===== src/rtl/button_debouncer.sv =====
// Debounces one push-button into level, single-shot, auto-repeat and continuous enables.
// Latency: press visible T+2 clocks after first PB sample; release T+3 clocks; outputs are state decodes.
// Backpressure: none; free-running, consumers sample the enables every clock.
module button_debouncer #(
    parameter int N_dc = 21
) (
    input  logic CLK,
    input  logic RESET,
    input  logic PB,
    output logic DPB,
    output logic SCEN,
    output logic MCEN,
    output logic CCEN
);

    localparam int TW = N_dc + 1;
    localparam logic [TW-1:0] T_M1  = TW'((1 << (N_dc - 1)) - 1);
    localparam logic [TW-1:0] T4_M1 = TW'((1 << (N_dc + 1)) - 1);

    typedef enum logic [2:0] {
        INI, W84, SCEN_ST, WS, MCEN_ST, MCEN_CONT, CCR, WFCR
    } state_t;

    state_t state, state_next;
    logic s1, s2;
    logic [TW-1:0] timer;

    always_ff @(posedge CLK) begin
        if (RESET) begin
            s1    <= 1'b0;
            s2    <= 1'b0;
            state <= INI;
            timer <= '0;
        end else begin
            s1    <= PB;
            s2    <= s1;
            state <= state_next;
            // Timer measures time spent in the current state only.
            timer <= (state_next != state) ? '0 : timer + TW'(1);
        end
    end

    // A low s2 is checked before the timer so release always wins a tie.
    always_comb begin
        state_next = INI;
        case (state)
            INI:       state_next = s2 ? W84 : INI;
            W84:       if (!s2) state_next = INI;
                       else if (timer == T_M1) state_next = SCEN_ST;
                       else state_next = W84;
            SCEN_ST:   state_next = WS;
            WS:        if (!s2) state_next = CCR;
                       else if (timer == T4_M1) state_next = MCEN_ST;
                       else state_next = WS;
            MCEN_ST:   state_next = MCEN_CONT;
            MCEN_CONT: if (!s2) state_next = CCR;
                       else if (timer == T_M1) state_next = MCEN_ST;
                       else state_next = MCEN_CONT;
            CCR:       state_next = WFCR;
            WFCR:      if (s2) state_next = WS;
                       else if (timer == T_M1) state_next = INI;
                       else state_next = WFCR;
            default:   state_next = INI;
        endcase
    end

    always_comb begin
        DPB  = 1'b0;
        SCEN = 1'b0;
        MCEN = 1'b0;
        CCEN = 1'b0;
        case (state)
            SCEN_ST: begin
                DPB  = 1'b1;
                SCEN = 1'b1;
                MCEN = 1'b1;
                CCEN = 1'b1;
            end
            MCEN_ST: begin
                DPB  = 1'b1;
                MCEN = 1'b1;
                CCEN = 1'b1;
            end
            WS, MCEN_CONT, CCR, WFCR: begin
                DPB  = 1'b1;
                CCEN = 1'b1;
            end
            default: ;
        endcase
    end

endmodule


===== config.mk =====
export PLATFORM = sky130hd
export DESIGN_NAME = button_debouncer
export DESIGN_NICKNAME = d
export VERILOG_FILES = /design/src/rtl/button_debouncer.sv
export SDC_FILE = /design/constraint.sdc
export NUM_CORES = 1
export LEC_CHECK = 0
export BUFFER_PORTS_ARGS = -buffer_cell sky130_fd_sc_hd__buf_2
export CAP_MARGIN = 20
export CORE_MARGIN = 5
export CORE_UTILIZATION = 60
export DETAILED_ROUTE_END_ITERATION = 16
export PLACE_DENSITY_LB_ADDON = 0.3
export SLEW_MARGIN = 20
export SYNTH_ARGS = -nofsm -noshare
export SYNTH_HDL_FRONTEND = slang
export SYNTH_SLANG_ARGS = --single-unit

===== constraint.sdc =====
create_clock -name CLK -period 2.54 [get_ports CLK]
set_input_delay 0.508 -clock CLK [delete_from_list [all_inputs] [get_ports CLK]]
set_output_delay 0.508 -clock CLK [all_outputs]
set_load 0.02 [all_outputs]

==> summary.md <==
| Metric | Value |
|---|---|
| Post-synth ARST share | `0` |
| Cell type with the largest total area after synthesis | `dfxtp_1` |
| Top-count cell post-synth | `dfxtp_1` |
| GR Overflow Total | `0` |
| Vias per cell | `5.60` |
| Crit path max fanout | `20` |
| DP Wirelength | `1630 um` |
| Core area | `2210 um^2` |
| CTS tree | `built` |
| Hold Vio Cnt, Final | `0` |
| Chip height | `58.1 um` |
| Die Width | `58.1 um` |
| Vias in the first global route | `924` |
| Antenna fix cells | `0` |
| IO Pins | `7` |
| Fmax | `505 MHz` |
| Die area | `3380 um^2` |
| Latest clock arrival within the worst-skew pair | `0.32 ns` |
| Vias | `1080` |
| Cells along the critical path | `nand4_2, nor4_4, nand2_2, o21bai_4, nor2_1` |
| Main synth FF type | `dfxtp_1` |
| Slew Limit Headroom | `0.612` |
| Setup Crit Path Kind | `register to register` |
| Flops & latches, synth | `27` |
| Final Skew | `0.00774 ns` |
| Worst-path clk slew | `0.13 ns` |
| Sink Count | `27` |
| # rows | `17` |
| Maximum VDD drop | `378 uV` |
| Synth top area share | `0.389` |
| First-pass GRT wire length | `4090 um` |
| Synth-to-layout area growth | `3.42%` |
| H-tree levels | `1` |
| Fill count | `197` |
| Worst path max stage delay | `0.49 ns` |
| Final min period | `1.98 ns` |
| Setup repair bufs after CTS | `0` |
| Cells after Synth | `162` |
| Post-CTS sizing | `0` |
| Inserted Clock Buffers | `3` |
| Placer Congestion | `0.860` |
| RSZ-0062 raised after global routing | `false` |
| Fin nets | `170` |
| Initial antenna violation count | `0` |
| Main area contributors after synthesis | `dfxtp_1 39%, xor2_1 8.2%, nor2_1 5.1%` |
| R2r startpoint | `timer[8]` |
| Reg2Reg Setup Slack | `0.56 ns` |
| Crit start category | `register` |
| HP Start | `PB` |
| Root Buffer | `clkbuf_4` |
| Area of the multi-input gates | `783 um^2` |
| MaxCap Viol Count | `0` |
| Initial Util | `0.628` |
| Worst Hold Path Cells | `2` |
| Slew Viols, Final | `0` |
| FF+latch area | `541 um^2` |
| Post-synth net total | `166` |
| DRT Pass-1 Iters | `4` |
| PwrDens | `447 nW/um^2` |
| Status | `finished clean` |
| Synth warnings | `0` |
| Synth cell types | `38` |
| Crit end category | `register` |
| Syn avg cell area | `8.58 um^2` |
| Setup TNS | `0 ns` |
| FF-to-FF path depth | `5` |
| Largest net degree at the start of global routing | `21` |
| Worst reg2reg endpoint | `timer[15]` |
| Hold_ws | `0.385 ns` |
| Port Buffers | `6` |
| Clock buffer depth | `2` |
| Gr usage total | `0.153` |
| Final setup fails | `0` |
| Synth top cells by count | `27 x dfxtp_1, 19 x nor2_1, 13 x xor2_1` |
| Drt drc | `0` |
| Post-Syn Area | `1390 um^2` |
| Worst Hold End | `s1` |
| Total power draw | `0.643 mW` |
| 1st-iter DRT viols | `45` |
| Routed wire length | `2410 um` |
| Post-DRT Antenna Nets | `0` |
| Slowest CP cell | `o21bai_4` |
| WP data required | `2.75 ns` |
| Period utilisation layout | `0.779` |
| Post-DR wirelength/cell | `12.5 um` |
| Hold Crit Class | `input port to register` |
| CP arrival | `2.19 ns` |
| Static Leak | `0.506 nW` |
| Fraction of layout cells with a size suffix above 1 | `0.164` |
| Post-synth EDFFs | `0` |
| Slew at the pin closest to its max-slew limit | `0.580 ns` |
| Sequential cell area fraction in the yosys report | `0.389` |
| CTS Hold Bufs | `0` |
==> layout make-up <==
cell class                 instances  share of cell area
timing repair buffer               7              0.0261
tap                               28              0.0244
inverter                           4              0.0104
sequential                        27               0.376
multi-input combinational        123               0.545
clock buffer                       4              0.0183
==> cells in the final DEF (no fill, tap or decap), drive strengths merged, types with 3 or more instances in the layout <==
cell type  synthesis  routed
a21boi             3       3
a21oi              4       4
and3               4       4
buf                5       7
clkbuf             3       4
dfxtp             27      27
inv                4       4
nand2             13      13
nand3              8       8
nand4              9       9
nor2              29      29
nor2b              5       5
nor3               6       6
o21bai             4       4
xnor2              7       7
xor2              13      13
==> power breakdown <==
group          internal (mW)  switching [mW]  leakage [nW]
clock                 0.0616           0.117        0.0150
sequential             0.429         0.00583         0.218
combinational         0.0111          0.0177         0.273
total                  0.502           0.141         0.506
==> routing by layer <==
| layer | vias to the layer above | global-route usage | share of wire |
|---|---|---|---|
| li1 | 562 | - | - |
| met1 | 499 | 0.198 | 0.48 |
| met2 | 15 | 0.244 | 0.47 |
| met3 | 4 | 0.0223 | 0.026 |
| met4 | 0 | 0.0861 | 0.022 |
| met5 | - | 0 | 0 |
==> registers in the layout (all words and copies together), names as in the netlist <==
signal,flops
s1,1
s2,1
state,3
timer,22
==> worst max-delay path, delay by kind of cell, from the launching register on <==
kind            cells  cell delay (ns)
simple gates        4             0.91
compound gates      1             0.49
flops               1             0.45
==> through the flow <==
step | area, um^2 | util | std cells | worst slack (ns)
finish | 1440 | 0.650 | 193 | 0.561
global route | 1440 | 0.650 | 193 | 0.406
CTS | 1440 | 0.650 | 193 | 0.552
detailed placement | 1410 | 0.638 | 189 | 0.566
global placement | 1410 | 0.638 | 189 | 0.639
floorplan | 1390 | - | 162 | 0.877
==> cells by family after synthesis <==
logic type / Yosys count / synth area share
DFF: 27 / 0.389
xor gates and xnor gates: 20 / 0.126
and+or+nand+nor: 85 / 0.339
adders and majority gates: 1 / 0.00900
buffers and inverters: 12 / 0.0477
AOI/OAI and AO/OA: 17 / 0.0891
==> worst max-delay path by stage <==
stage / depth (start not counted) / start / to
floorplan: 3 / state[1] / SCEN
global placement: 5 / timer[8] / timer[13]
detailed placement: 5 / timer[8] / timer[14]
CTS: 5 / timer[8] / timer[14]
global route: 5 / timer[8] / timer[10]
finish: 5 / timer[8] / timer[15]
(Power assumes the default switching activity.)
